===== config.mk =====
export PLATFORM = sky130hd
export DESIGN_NAME = ahb_manager
export DESIGN_NICKNAME = d
export VERILOG_FILES = /design/src/rtl/ahb_manager.sv
export SDC_FILE = /design/constraint.sdc
export NUM_CORES = 1
export LEC_CHECK = 0
export ABC_AREA = 1
export CORE_MARGIN = 2
export CORE_UTILIZATION = 47
export DETAILED_ROUTE_END_ITERATION = 7
export PLACE_DENSITY = 0.87
export RECOVER_POWER = 25
export SLEW_MARGIN = 15
export SYNTH_ARGS = -nofsm -noshare
export SYNTH_HDL_FRONTEND = slang
export SYNTH_SLANG_ARGS = --single-unit

===== constraint.sdc =====
create_clock -name HCLK -period 3 [get_ports HCLK]
set_input_delay 0.6 -clock HCLK [delete_from_list [all_inputs] [get_ports HCLK]]
set_output_delay 0.6 -clock HCLK [all_outputs]
set_load 0.005 [all_outputs]

===== src/rtl/ahb_manager.sv =====
// ahb_manager: command-driven AHB-Lite manager (SINGLE / INCR4 / WRAP4 of 32-bit words).
// Latency: accept at edge T -> NONSEQ in T+1; zero-wait SINGLE cmd_done in T+3, INCR4 in T+6.
// Backpressure: cmd_ready only in IDLE; HREADY stalls both phases; late wd_valid gives IDLE (beat 0) or BUSY.
// Ports: cmd_* command request, wd_* write beats in, rd_* read beats out (no backpressure),
//        cmd_done/cmd_err completion status, H* AHB-Lite manager bus towards the interconnect.
// Option: define AHB_MANAGER_ERR_ABORT_EN to drop the remaining beats after an ERROR response;
//         when undefined the burst runs to completion and the error is reported at the end.
module ahb_manager #(
    parameter int ADDR_WIDTH = 32,
    parameter int DATA_WIDTH = 32
) (
    input  logic                  HCLK,
    input  logic                  HRESETn,
    input  logic                  cmd_valid,
    output logic                  cmd_ready,
    input  logic [ADDR_WIDTH-1:0] cmd_addr,
    input  logic                  cmd_write,
    input  logic [1:0]            cmd_burst,
    input  logic                  wd_valid,
    output logic                  wd_ready,
    input  logic [DATA_WIDTH-1:0] wd_data,
    output logic                  rd_valid,
    output logic [DATA_WIDTH-1:0] rd_data,
    output logic                  cmd_done,
    output logic                  cmd_err,
    output logic [ADDR_WIDTH-1:0] HADDR,
    output logic [1:0]            HTRANS,
    output logic                  HWRITE,
    output logic [2:0]            HSIZE,
    output logic [2:0]            HBURST,
    output logic [3:0]            HPROT,
    output logic [DATA_WIDTH-1:0] HWDATA,
    input  logic [DATA_WIDTH-1:0] HRDATA,
    input  logic [1:0]            HRESP,
    input  logic                  HREADY
);

`ifdef AHB_MANAGER_ERR_ABORT_EN
    localparam logic ERR_ABORT = 1'b1;
`else
    localparam logic ERR_ABORT = 1'b0;
`endif

    localparam logic [1:0] TR_IDLE   = 2'b00;
    localparam logic [1:0] TR_BUSY   = 2'b01;
    localparam logic [1:0] TR_NONSEQ = 2'b10;
    localparam logic [1:0] TR_SEQ    = 2'b11;

    typedef enum logic [1:0] {ST_IDLE, ST_ADDR, ST_LAST, ST_ERR} state_t;

    state_t                  state_q, state_d;
    logic [ADDR_WIDTH-1:0]   base_q;
    logic                    write_q;
    logic [1:0]              burst_q;       // 0 SINGLE, 1 INCR4, 2 WRAP4
    logic [1:0]              beat_q;        // index of the beat whose address is presented
    logic                    dp_vld_q;      // a data phase is in progress this cycle
    logic                    dp_write_q;
    logic                    err_q;         // sticky ERROR seen during this command
    logic                    err_issuing_q; // ERROR arrived while beats were still being issued
    logic                    done_d;
    logic                    err_now;
    logic                    issuing;
    logic                    addr_go;
    logic [1:0]              last_beat;
    logic [1:0]              wrap_idx;
    logic [1:0]              htrans_c;

    assign last_beat = (burst_q == 2'd0) ? 2'd0 : 2'd3;
    // First cycle of the two-cycle ERROR response for the beat in its data phase.
    assign err_now   = dp_vld_q && (HRESP == 2'b01) && !HREADY &&
                       ((state_q == ST_ADDR) || (state_q == ST_LAST));
    // Without abort, the ERR cycle keeps presenting the pending address like ADDR does.
    assign issuing   = (state_q == ST_ADDR) ||
                       (!ERR_ABORT && (state_q == ST_ERR) && err_issuing_q);

    always_comb begin
        htrans_c = TR_IDLE;
        if (issuing) begin
            if (write_q && !wd_valid) begin
                htrans_c = (beat_q == 2'd0) ? TR_IDLE : TR_BUSY;
            end else begin
                htrans_c = (beat_q == 2'd0) ? TR_NONSEQ : TR_SEQ;
            end
        end
        if (ERR_ABORT && err_now) begin
            htrans_c = TR_IDLE;
        end
    end

    assign addr_go   = htrans_c[1] && HREADY;
    assign HTRANS    = htrans_c;
    assign wd_ready  = addr_go && write_q;
    assign cmd_ready = (state_q == ST_IDLE);
    assign HWRITE    = write_q;
    assign HSIZE     = 3'b010;
    assign HPROT     = 4'b0011;

    // WRAP4 keeps [ADDR_WIDTH-1:4] and wraps the word index; INCR4/SINGLE add 4 per beat.
    assign wrap_idx = base_q[3:2] + beat_q;
    always_comb begin
        if (burst_q == 2'd2) begin
            HADDR = {base_q[ADDR_WIDTH-1:4], wrap_idx, 2'b00};
        end else begin
            HADDR = base_q + {{(ADDR_WIDTH-4){1'b0}}, beat_q, 2'b00};
        end
    end

    always_comb begin
        case (burst_q)
            2'd1:    HBURST = 3'b011;
            2'd2:    HBURST = 3'b010;
            default: HBURST = 3'b000;
        endcase
    end

    always_comb begin
        state_d = state_q;
        done_d  = 1'b0;
        case (state_q)
            ST_IDLE: begin
                if (cmd_valid) state_d = ST_ADDR;
            end
            ST_ADDR: begin
                if (err_now) begin
                    state_d = ST_ERR;
                end else if (addr_go && (beat_q == last_beat)) begin
                    state_d = ST_LAST;
                end
            end
            ST_LAST: begin
                if (err_now) begin
                    state_d = ST_ERR;
                end else if (HREADY) begin
                    state_d = ST_IDLE;
                    done_d  = 1'b1;
                end
            end
            ST_ERR: begin
                if (HREADY) begin
                    if (ERR_ABORT || !err_issuing_q) begin
                        state_d = ST_IDLE;
                        done_d  = 1'b1;
                    end else if (addr_go && (beat_q == last_beat)) begin
                        state_d = ST_LAST;
                    end else begin
                        state_d = ST_ADDR;
                    end
                end
            end
            default: state_d = ST_IDLE;
        endcase
    end

    always_ff @(posedge HCLK or negedge HRESETn) begin
        if (!HRESETn) begin
            state_q <= ST_IDLE;
        end else begin
            state_q <= state_d;
        end
    end

    always_ff @(posedge HCLK or negedge HRESETn) begin
        if (!HRESETn) begin
            base_q        <= '0;
            write_q       <= 1'b0;
            burst_q       <= 2'd0;
            beat_q        <= 2'd0;
            dp_vld_q      <= 1'b0;
            dp_write_q    <= 1'b0;
            err_q         <= 1'b0;
            err_issuing_q <= 1'b0;
            rd_valid      <= 1'b0;
            rd_data       <= '0;
            cmd_done      <= 1'b0;
            cmd_err       <= 1'b0;
            HWDATA        <= '0;
        end else begin
            if ((state_q == ST_IDLE) && cmd_valid) begin
                base_q  <= cmd_addr;
                write_q <= cmd_write;
                burst_q <= (cmd_burst == 2'd3) ? 2'd0 : cmd_burst;
                beat_q  <= 2'd0;
                err_q   <= 1'b0;
            end else if (addr_go) begin
                beat_q <= beat_q + 2'd1;
            end
            if (HREADY) begin
                dp_vld_q   <= addr_go;
                dp_write_q <= write_q;
            end
            if (err_now) begin
                err_q         <= 1'b1;
                err_issuing_q <= (state_q == ST_ADDR);
            end
            // Aborted commands never return the errored read beat.
            rd_valid <= dp_vld_q && !dp_write_q && HREADY && !(ERR_ABORT && (state_q == ST_ERR));
            if (dp_vld_q && !dp_write_q && HREADY) begin
                rd_data <= HRDATA;
            end
            if (wd_ready) begin
                HWDATA <= wd_data;
            end
            cmd_done <= done_d;
            cmd_err  <= done_d && err_q;
        end
    end

endmodule


* Yosys cells after proc, flatten, opt, wreduce, memory -nomap -nowiden
Index checks and enable logic that the tools add are counted.
Cells by class: $add $sub $neg 3, equal/unequal tests 12, muxes and demuxes 26, reduce and logical (&&, ||, !) cells 23
Operators by type and width (number):
- 32-bit by 4-bit adder with 32-bit output | 1
- 32-bit 2-to-1 mux | 1
- 2-bit 2-to-1 mux | 14
- 1-bit logical AND | 12
- 2-bit == test, second input constant | 4
- 1-bit 2-to-1 mux | 8
- 2-bit one-hot mux with 4 select lines | 1
- 2-bit by 1-bit == test with 1-bit output, second input constant | 3
- 2-bit logical NOT | 3
- 2-bit != test, second input constant | 2
- 2-bit one-hot mux with 2 select lines | 1
- 4-bit AND reduction | 1
- 2-bit nonzero test | 2
- 1-bit logical NOT | 3
- 3-bit by 2-bit != test with 1-bit output, second input constant | 1
- 3-bit != test, second input constant | 1
- 2-bit by 1-bit adder with 2-bit output, second input constant | 1
- 2-bit adder | 1
- 2-bit == test | 1
- 1-bit logical OR | 2
- 1-bit one-hot mux with 2 select lines | 1
Storage, ports and cells: bits in registers 110, output and inout bits 114, word-level logic and storage cells 78

* Logic depth before layout (Yosys ltp)
Gate-level depths: netlist (run 1).
word-level depth 10, gate-level depth with buffers 12, depth with buffers taken out 12

* Least setup slack after synthesis (run 1)
No wires, ideal clock.
path kind register -> output, start reg beat_q[0], end out HADDR[24], arrival time 1518 ps, path slack 882 ps, stages on the path, launching flop included 8, buffers on the path 0, cells stage by stage dfrtp_1 ha_1 fa_1 nand2_1 nand3b_1 nor2_4 nand3_1 xor2_1
Between the ends: word-level cells in the longest chain between the ends 2
RTL lines:
- start, declared | line 55 | logic [1:0] beat_q;
- start signal, assigned | line 185 | beat_q <= beat_q + 2'd1;
- 32-bit by 4-bit adder with 32-bit output | line 104 | HADDR = base_q + {{(ADDR_WIDTH-4){1'b0}}, beat_q, 2'b00};
- 32-bit 2-to-1 mux | line 101 | if (burst_q == 2'd2) begin
- end, declared | line 26 | output logic [ADDR_WIDTH-1:0] HADDR,
Every way passes these cells.

* Worst setup path in the final report (run 1)
start reg beat_q[1], end out HADDR[31]
The elaborated chain is that of the path after synthesis.

==> summary.md, run 1 <==
| Metric | Value |
|---|---|
| Initial antenna violation count | `0` |
| Top achievable clock speed | `347 MHz` |
| Setup_tns | `0 ps` |
| Clk_lat worst skew | `340 ps` |
| I/O pins | `220` |
| DRC violation total after the first TritonRoute iteration | `265` |
| Cts bufs inserted | `9` |
| Nets@finish | `a little over 1,000` |
| Quantity of I/O buffers inserted on ports | `between 200 and 250` |
| Skew final | `9.49 ps` |
| Yosys warns | `0` |
| Routability cong. | `0.929` |
| Status | `finished clean` |
| Drt total wl | `approximately 15,000 um` |
| Critical Path End Type | `primary output` |
| Critical Path RT | `2400 ps` |
| Worst min-delay path class | `in -> async` |
| P_leak | `4.06 nW` |
| Core box area | `about 11,000 um2` |
| Grt ovf | `0` |
| Starting Density | `48.7%` |
| Row cnt | `38` |
| Layout cell share with drive strength beyond 1 | `6.44%` |
| Clk slew on worst S/H paths | `about 80 ps` |
| Die area | `between 10,000 and 15,000 um2` |
| CP Launch Type | `register` |
| VDD IR max | `around 0.47 mV` |
| Synthesized netlist cell count | `683` |
| Number of global-route vias before repair | `5,073` |
| Final Setup Violations | `0` |
| Pwr per Cell Area | `899 nW/um2` |
| Unique cell type count in the Yosys netlist | `27` |
| Routed WL per cell | `14.3 um` |
| RSZ-0062 raised after global routing | `yes` |
| Final-report max-slew violation count | `0` |
| First-pass GRT wire length | `24,600 um` |
| Total of max-cap violations | `0` |
| Tmin final | `2880 ps` |
| DP HPWL | `11,200 um` |
| H-tree depth | `3` |
| Clk buf depth | `2` |
| Tot GR Track Use | `24.7%` |
| Least-Margin Pin Slew | `around 1100 ps` |
| Mean Syn Cell Area | `7.84 um2` |
| Post-CTS Hold Buffers | `0` |
| Crit path kind | `reg -> out` |
| Max transition margin | `~26%` |
| Die width | `111 um` |
| Clk root buf | `clkbuf_16` |
| Post-Syn Area | `5350 um2` |
| Total iterations of the first detailed-routing run | `4` |
| Flops & latches, synth | `110` |
| Antenna cells | `0` |
| Overall Power | `7.15 mW` |
| R2R setup slack | `820 ps` |
| Crit Path Max Fanout | `4` |
| Via count | `5,057` |
| Final hold viol count | `0` |
| Number of clock sinks | `110` |
| Worst EP arrival | `2280 ps` |
| Die Ht | `111 um` |
| Final Cycle Share | `95.9%` |
| Pin count of the biggest net entering global routing | `67` |
| Post-route DRC | `0` |
| Post-route ant nets | `0` |
| CTS tree | `built` |
| Sequential-to-total area share from yosys stat | `about half` |
| Via/cell ratio | `4.86` |
| Area Growth Syn to Fin | `48.6%` |
worst max-delay path, stage by stage, from the launching register on:
cell and delay [ps]:
dfrtp_2 430, ha_1 290, nand3_1 100, nand2_2 140, nand3_4 110, nor2_4 130, nand3_1 80, nand2_1 70
nand2_1 50, inv_1 50, clkdlybuf4s50_1 510
through the flow:
stage / worst slack (ps) / instance area (um2) / utilization (%) / cells / hold WS (ps)
after floorplan: 882 / 5380 / - / 689 / 304
after global placement: 328 / 7520 / 68.5 / 1017 / 452
after detailed placement: 228 / 7520 / 68.5 / 1017 / 458
after CTS: -10.1 / 7850 / 71.5 / 1035 / 274
after global routing: -100 / 7960 / 72.4 / 1040 / 503
final: 122 / 7960 / 72.4 / 1040 / 456
logic make-up after synthesis:
logic type | Yosys count | synth area share, %
other | 2 | 0.140
AO/OA/AOI/OAI | 25 | 2.38
XOR/XNOR | 24 | 3.93
buffers and inverters | 85 | 7.64
flip-flops | 110 | 51.4
AND/OR/NAND/NOR | 426 | 31.8
adder cells (fa/ha/maj) | 11 | 2.71
power breakdown:
group          switching (mW)  total (mW)  internal [mW]
sequential              0.518        2.68           2.16
clock                   0.569        1.15          0.579
combinational            1.51        3.33           1.81
flip-flops by register name (all words and copies together), names as in the netlist:
name / cells
cmd_err: 1
HWDATA: 32
HWRITE: 1
beat_q: 2
cmd_done: 1
err_q: 1
rd_valid: 1
err_issuing_q: 1
base_q: 32
dp_vld_q: 1
dp_write_q: 1
rd_data: 32
burst_q: 2
state_q: 2
cell usage in the layout (no fill, tap or decap), drive strengths merged, types with 12 or more instances in the layout:
cell	n
nor2	40
clkdlybuf4s50	192
nand2	344
clkbuf	12
xnor2	12
buf	12
inv	58
dlymetal6s2s	16
o21ai	20
nand3	29
dfrtp	110
xor2	12
Yosys cell counts (all sizes together):
library cell	instances	area share, %
nand3	29	2.8
xor2	12	2.0
fa	1	0.37
nor2	40	3.2
nor3	7	0.86
inv	56	4.0
nand2	344	24
clkbuf	5	0.35
buf	24	3.3
conb	2	0.14
a21oi	4	0.37
ha	10	2.3
o31ai	1	0.14
o21ai	20	1.9
nand3b	1	0.14
nand4	5	0.58
xnor2	12	2.0
dfrtp	110	51
path summary, 6_finish.rpt:
| check | cells after the start | from | end |
|---|---|---|---|
| max | 10 | beat_q[1] | HADDR[31] |
| min | 1 | HRESETn | rd_data[27] |
| max reg2reg | 10 | state_q[1] | HWDATA[16] |
| min reg2reg | 2 | HWDATA[12] | HWDATA[12] |
| max in group asynchronous | 2 | HRESETn | beat_q[1] |
| min in group HCLK | 2 | HWDATA[12] | HWDATA[12] |
what timing repair did:
item                       4_1_cts  5_1_grt
gates resized for setup         10       28
buffers inserted                 2        5
pin swaps                        3        5
setup endpoints to repair       13       22
hold endpoints to repair         0        0
area by class of cell:
type	count	area, um2
Clock inverter	6	55.1
Sequential cell	110	2750
Fill cell	851	3030
Timing Repair Buffer	224	2240
Clock buffer	10	229
Multi-Input combinational cell	494	2290
Tap cell	140	175
Inverter	56	213
metal layers:
| metal | wire length, um | GRT usage (%) |
|---|---|---|
| met5 | 0 | 0 |
| met4 | 262 | 6.75 |
| met3 | 1160 | 6.34 |
| met2 | 7610 | 44.3 |
| met1 | 5810 | 29.4 |
Power figures use the tool's default switching activity.
==> inputs of run 2 (changes only) <==
--- a/config.mk
+++ b/config.mk
@@ -9,7 +9,7 @@
 export CORE_MARGIN = 2
 export CORE_UTILIZATION = 47
 export DETAILED_ROUTE_END_ITERATION = 7
-export PLACE_DENSITY = 0.87
+export PLACE_DENSITY = 0.93
 export RECOVER_POWER = 25
 export SLEW_MARGIN = 15
 export SYNTH_ARGS = -nofsm -noshare
==> run 2 against run 1 <==
Against the previous run:
- the run now ends with max-capacitance violations, max-slew violations left
- routed wire length grew 4.2%
- sequential share of layout area shrank 0.51 points
- cell area increased by 1.5%
- power rose by 3.9%
- sequential cell count stayed put
- maximum frequency decreased by 2.3%
- core utilization is 1.1 points higher
==> summary.md, run 2 (synthesized netlist as in run 1, its figures left out) <==
| Metric | Value |
|---|---|
| Status | `complete, but fails checks (was finished clean)` |
| Failing checks | `max-capacitance violations, max-slew violations` |
| Tmin final | `2950 ps (was 2880 ps)` |
| Initial antenna violation count | `0 (unchanged)` |
| First-pass GRT wire length | `24,600 um (about the same)` |
| CTS tree | `built (unchanged)` |
| Routability cong. | `0.921 (was 0.929)` |
| Post-route DRC | `0 (unchanged)` |
| Drt total wl | `15,500 um (was 14,800 um)` |
| Layout cell share with drive strength beyond 1 | `6.53% (was 6.44%)` |
| Die Ht | `111 um (unchanged)` |
| Routed WL per cell | `14.8 um (was 14.3 um)` |
| Worst EP arrival | `2350 ps (was 2280 ps)` |
| Top achievable clock speed | `339 MHz (was 347 MHz)` |
| Fill cells | `768 (was 851)` |
| Cells after DPL | `1,019 (was 1,017)` |
| Clk root buf | `clkbuf_16 (unchanged)` |
| Total of max-cap violations | `1 (was 0)` |
| P_leak | `4.14 nW (was 4.06 nW)` |
| Row cnt | `38 (unchanged)` |
| Clk_lat worst skew | `340 ps (about the same)` |
| CP Launch Type | `register (unchanged)` |
| Max transition margin | `-35.1% (was 25.6%)` |
| Most frequent cells in the layout | `nand2_1 (340), clkdlybuf4s50_1 (192), dfrtp_1 (109), inv_1 (53), nor2_1 (31) (was nand2_1 (341), clkdlybuf4s50_1 (192), dfrtp_1 (109), inv_1 (52), nor2_1 (29))` |
| I/O pins | `220 (unchanged)` |
| Tot GR Track Use | `24.9% (was 24.7%)` |
| Post-route ant nets | `0 (unchanged)` |
| Starting Density | `48.7% (unchanged)` |
| Final std cells w/o fill | `1,043 (was 1,040)` |
| RSZ-0062 raised after global routing | `yes (unchanged)` |
| Antenna cells | `0 (unchanged)` |
| Total iterations of the first detailed-routing run | `5 (was 4)` |
| Final hold viol count | `0 (unchanged)` |
| Clk slew on worst S/H paths | `70 ps (was 80 ps)` |
| Critical Path RT | `2400 ps (about the same)` |
| Placement Cell Area | `7540 um2 (was 7520 um2)` |
| Quantity of I/O buffers inserted on ports | `211 (unchanged)` |
| Grt ovf | `0 (unchanged)` |
| Final Cycle Share | `98.2% (was 95.9%)` |
| Area Growth Syn to Fin | `50.8% (was 48.6%)` |
| Biggest regs | `HWDATA x32, base_q x32, rd_data x32 (unchanged)` |
| Pwr per Cell Area | `921 nW/um2 (was 899 nW/um2)` |
| VDD IR max | `0.515 mV (was 0.471 mV)` |
| Final WS setup | `54.1 ps (was 122 ps)` |
| DP HPWL | `11,600 um (was 11,200 um)` |
| Pin count of the biggest net entering global routing | `49 (was 67)` |
| Least-Margin Pin Slew | `2030 ps (was 1120 ps)` |
| Final instance area | `8070 um2 (was 7960 um2)` |
| H-tree depth | `3 (unchanged)` |
| Core box area | `11,000 um2 (unchanged)` |
| Critical Path End Type | `primary output (unchanged)` |
| Via count | `5,134 (was 5,057)` |
| Die area | `12,300 um2 (unchanged)` |
| Die width | `111 um (unchanged)` |
| Cts bufs inserted | `9 (unchanged)` |
| DRC violation total after the first TritonRoute iteration | `344 (was 265)` |
| Crit Path Max Fanout | `6 (was 4)` |
| Nets@finish | `1,015 (was 1,012)` |
| Number of global-route vias before repair | `5,125 (was 5,073)` |
| Overall Power | `7.43 mW (was 7.15 mW)` |
| Most common cell after layout, fill and taps aside | `nand2_1 (unchanged)` |
| R2R setup slack | `830 ps (was 820 ps)` |
| Via/cell ratio | `4.92 (was 4.86)` |
| Clk buf depth | `2 (unchanged)` |
| Final Setup Violations | `0 (unchanged)` |
| Dpl ws | `285 ps (was 228 ps)` |
| Number of clock sinks | `110 (unchanged)` |
| Final-report max-slew violation count | `37 (was 0)` |
| Skew final | `8.67 ps (was 9.49 ps)` |
| Worst min-delay path class | `reg -> reg (was in -> async)` |
| Crit path kind | `reg -> out (unchanged)` |
-- run 2: changes by cell type in the layout (fill, tap and decap cells not counted), moves of 2 or more --
cell        change
inv_8           -2
clkinvlp_4      -2
nor2_1          +2
bufinv_16       +3
nor2_2          -2
buf_12          +2
-- run 2: final cells by class --
class | instances | area, um2 | area share, %
multi-input cells | 494 | 2290 | 28.3
flip-flops and latches | 110 | 2750 | 34.1
well taps | 140 | 175 | 2.17
clock buffers | 10 | 239 | 2.96
inverters | 56 | 213 | 2.63
repair buffers | 227 | 2290 | 28.4
clock inverters | 6 | 116 | 1.44
-- run 2: worst max-delay path, stage by stage, from the launching register on --
cell             delay, ps
dfrtp_1                360
ha_2                   200
fa_2                   240
nand2_1                 60
nand3b_1               190
nor2_4                 180
nand3_1                100
nand2_1                 80
nand2_1                 60
inv_1                   50
clkdlybuf4s50_1        490
-- run 2: path summary, 6_finish.rpt --
path | end | start | cells after the start
max | HADDR[30] | beat_q[0] | 10
min | rd_data[16] | rd_data[16] | 2
max reg2reg | HWDATA[5] | state_q[1] | 10
min reg2reg | rd_data[16] | rd_data[16] | 2
max in group asynchronous | beat_q[1] | HRESETn | 2
min in group asynchronous | HWDATA[10] | HRESETn | 1
-- run 2: layer usage --
| layer | routed length (um) | track usage (%) | up-vias | share of wire [%] |
|---|---|---|---|---|
| met2 | 7720 | 44.1 | 222 | 50 |
| met1 | 6030 | 28.1 | 2391 | 39 |
| met4 | 435 | 10.4 | 0 | 2.8 |
| li1 | - | - | 2490 | - |
| met5 | 0 | 0 | - | 0 |
| met3 | 1280 | 7.00 | 31 | 8.3 |
-- run 2: timing repair --
item | 4_1_cts | 5_1_grt
gates resized for setup | 8 | 28
hold buffers | 0 | 0
buffers inserted | 2 | 6
pin swaps | 4 | 10
endpoints found under the setup margin | 14 | 22
-- run 2: report_power, final --
| part | internal [mW] | total (mW) | switching [mW] |
|---|---|---|---|
| sequential | 2.16 | 2.69 | 0.527 |
| combinational | 1.84 | 3.36 | 1.53 |
| clock | 0.845 | 1.38 | 0.537 |
-- run 2: per-stage QoR --
| stage | utilization [%] | TNS, ps | hold slack [ps] |
|---|---|---|---|
| floorplan | - | 0 | 304 |
| global placement | 68.6 | 0 | 452 |
| detailed placement | 68.6 | 0 | 457 |
| CTS | 72.2 | 0 | 222 |
| global route | 73.5 | -262 | 498 |
| finish | 73.5 | 0 | 472 |
==> inputs of run 3 (changes only) <==
--- a/config.mk
+++ b/config.mk
@@ -9,7 +9,7 @@
 export CORE_MARGIN = 2
 export CORE_UTILIZATION = 47
 export DETAILED_ROUTE_END_ITERATION = 7
-export PLACE_DENSITY = 0.93
+export PLACE_DENSITY_LB_ADDON = 0.15
 export RECOVER_POWER = 25
 export SLEW_MARGIN = 15
 export SYNTH_ARGS = -nofsm -noshare
==> run 3 against run 2 <==
Against the previous run:
- the flow still finishes with violations (max-capacitance violations, max-slew violations)
- count of clock-buffer cells in the layout unchanged
- routed wire length fell by 2.6%
- non-clock buffer count did not move
- worst setup slack gained 7.9 ps
- critical path depth is 1 lower
- core utilization fell by 0.89 points
- sequential cell count did not move
- power shrank 3.8%
- highest routed layer unchanged
==> summary.md, run 3 (synthesized netlist as in run 1, its figures left out) <==
| Metric | Value |
|---|---|
| Drt total wl | `15,100 um (was 15,500 um)` |
| Number of clock sinks | `110 (unchanged)` |
| Layout cell share with drive strength beyond 1 | `6.87% (was 6.53%)` |
| Starting Density | `48.7% (unchanged)` |
| Crit path kind | `reg -> out (unchanged)` |
| Worst min-delay path class | `reg -> reg (unchanged)` |
| Cts bufs inserted | `9 (unchanged)` |
| Clock Power Share | `16.5% (was 18.6%)` |
| Cells after DPL | `1,019 (unchanged)` |
| I/O pins | `220 (unchanged)` |
| DP HPWL | `11,100 um (was 11,600 um)` |
| Final WS setup | `62.0 ps (was 54.1 ps)` |
| Most frequent cells in the layout | `nand2_1 (341), clkdlybuf4s50_1 (191), dfrtp_1 (108), inv_1 (53), nor2_1 (29) (was nand2_1 (340), clkdlybuf4s50_1 (192), dfrtp_1 (109), inv_1 (53), nor2_1 (31))` |
| Post-route DRC | `0 (unchanged)` |
| Tot GR Track Use | `24.1% (was 24.9%)` |
| Post-CTS Hold Buffers | `0 (unchanged)` |
| Row cnt | `38 (unchanged)` |
| Quantity of I/O buffers inserted on ports | `211 (unchanged)` |
| Critical Path RT | `2400 ps (about the same)` |
| Cell chain of the critical path | `buf_4 -> fa_2 -> nand2_1 -> nand3b_1 -> nor2_4 -> buf_4 -> nand3_1 -> xor2_1 -> dlygate4sd2_1 (was ha_2 -> fa_2 -> nand2_1 -> nand3b_1 -> nor2_4 -> nand3_1 -> nand2_1 -> nand2_1 -> inv_1 -> clkdlybuf4s50_1)` |
| Via count | `5,124 (was 5,134)` |
| Crit Path Max Fanout | `5 (was 6)` |
| Placement Cell Area | `7540 um2 (unchanged)` |
| Overall Power | `7.16 mW (was 7.43 mW)` |
| Clk_lat worst skew | `360 ps (was 340 ps)` |
| DRC violation total after the first TritonRoute iteration | `325 (was 344)` |
| Least-Margin Pin Slew | `1930 ps (was 2030 ps)` |
| First-pass GRT wire length | `24,200 um (was 24,600 um)` |
| Die area | `12,300 um2 (unchanged)` |
| Total of max-cap violations | `1 (unchanged)` |
| Slowest stage delay, CP | `450 ps (was 490 ps)` |
| Clk buf depth | `2 (unchanged)` |
| Final std cells w/o fill | `1,043 (unchanged)` |
| Pin count of the biggest net entering global routing | `54 (was 49)` |
| Switch share | `36.3% (was 34.9%)` |
| Die width | `111 um (unchanged)` |
| Final-report max-slew violation count | `36 (was 37)` |
| Final instance area | `7980 um2 (was 8070 um2)` |
| Final hold viol count | `0 (unchanged)` |
| Top achievable clock speed | `340 MHz (was 339 MHz)` |
| Hold WS | `474 ps (was 472 ps)` |
| Net Switching | `2.59 mW (about the same)` |
| Max transition margin | `-28.6% (was -35.1%)` |
| Most common cell after layout, fill and taps aside | `nand2_1 (unchanged)` |
| Fill cells | `874 (was 768)` |
| Pwr per Cell Area | `897 nW/um2 (was 921 nW/um2)` |
| Post-route ant nets | `0 (unchanged)` |
| Skew final | `6.60 ps (was 8.67 ps)` |
| Grt ovf | `0 (unchanged)` |
| P_leak | `4.05 nW (was 4.14 nW)` |
| Worst EP arrival | `2340 ps (was 2350 ps)` |
| Routed WL per cell | `14.4 um (was 14.8 um)` |
| Via/cell ratio | `4.91 (was 4.92)` |
| Clk slew on worst S/H paths | `80 ps (was 70 ps)` |
| CP Launch Type | `register (unchanged)` |
| Nets@finish | `1,015 (unchanged)` |
| Combinational power share | `46.0% (was 45.2%)` |
| Tmin final | `2940 ps (was 2950 ps)` |
| Core box area | `11,000 um2 (unchanged)` |
| Initial antenna violation count | `0 (unchanged)` |
| CP max-delay cell | `dfrtp_2 (was clkdlybuf4s50_1)` |
| Number of global-route vias before repair | `5,126 (was 5,125)` |
| Final Setup Violations | `0 (unchanged)` |
| Internal | `4.56 mW (was 4.84 mW)` |
| Failing checks | `max-capacitance violations, max-slew violations (unchanged)` |
| Final Cycle Share | `97.9% (was 98.2%)` |
| H-tree depth | `3 (unchanged)` |
| Crit-path most repeated cell | `buf_4 (was nand2_1)` |
| Biggest regs | `HWDATA x32, base_q x32, rd_data x32 (unchanged)` |
| Area Growth Syn to Fin | `49.0% (was 50.8%)` |
| Routability cong. | `0.907 (was 0.921)` |
| VDD IR max | `0.512 mV (was 0.515 mV)` |
| Status | `complete, but fails checks (unchanged)` |
| Dpl ws | `182 ps (was 285 ps)` |
| Clk root buf | `clkbuf_16 (unchanged)` |
| Flop pwr share | `37.4% (was 36.2%)` |
| Total iterations of the first detailed-routing run | `7 (was 5)` |
| Die Ht | `111 um (unchanged)` |
| Critical Path End Type | `primary output (unchanged)` |
| CTS tree | `built (unchanged)` |
| Antenna cells | `0 (unchanged)` |
==> run 3: cell count changes in the layout (fill, tap and decap cells not counted), moves of 3 or more <==
cell            change
bufinv_16           -3
dlygate4sd2_1       +5
dlymetal6s2s_1      -4
inv_6               +3
nor2_2              +3
==> run 3: layout make-up <==
| type | count | area (um2) | share of cell area [%] |
|---|---|---|---|
| Inverter | 56 | 213 | 2.67 |
| Clock inverter | 6 | 51.3 | 0.643 |
| Clock buffer | 10 | 239 | 3.00 |
| Tap cell | 140 | 175 | 2.20 |
| Multi-Input combinational cell | 494 | 2290 | 28.7 |
| Timing Repair Buffer | 227 | 2250 | 28.2 |
| Sequential cell | 110 | 2760 | 34.5 |
==> run 3: repair_timing <==
item | 4_1_cts | 5_1_grt
pin swaps | 4 | 10
endpoints found under the setup margin | 17 | 20
resized for setup | 15 | 24
setup buffers | 3 | 5
==> run 3: power groups by stage <==
stage / Sequential (mW) / Combinational [mW] / Clock (mW)
after CTS: 2.67 / 3.32 / 1.20
after detailed placement: 2.69 / 3.29 / 0
after floorplan: 2.64 / 1.40 / 0
after global placement: 2.66 / 3.20 / 0
after global routing: 2.76 / 3.65 / 1.27
final: 2.68 / 3.29 / 1.18
==> run 3: per-layer routing <==
| metal | wire (um) | global-route usage [%] | vias up |
|---|---|---|---|
| li1 | - | - | 2483 |
| met1 | 6300 | 30.9 | 2400 |
| met2 | 7510 | 40.9 | 209 |
| met3 | 892 | 4.87 | 32 |
| met4 | 364 | 8.42 | 0 |
| met5 | 0 | 0 | - |
==> run 3: path summary, 6_finish.rpt <==
check | end | slack [ps] | cells past startpoint | start
max | HADDR[26] | 60 | 9 | beat_q[1]
min | rd_data[11] | 470 | 2 | rd_data[11]
max reg2reg | HWDATA[7] | 930 | 10 | state_q[1]
min reg2reg | rd_data[11] | 470 | 2 | rd_data[11]
max in group asynchronous | HWDATA[30] | 520 | 2 | HRESETn
min in group asynchronous | HWDATA[19] | 770 | 1 | HRESETn
==> run 3: through the flow <==
step / TNS, ps / util [%]
global placement: 0 / 68.6
finish: 0 / 72.6
CTS: 0 / 71.7
floorplan: 0 / -
global route: -7.50 / 72.6
detailed placement: 0 / 68.6
==> run 3: critical path, delay by kind of cell, from the launching register on <==
kind          cells  cell delay, ps
simple gates      4             380
xor+xnor          1             180
fa+ha+maj         1             420
buf+inv           3             560
flops             1             450
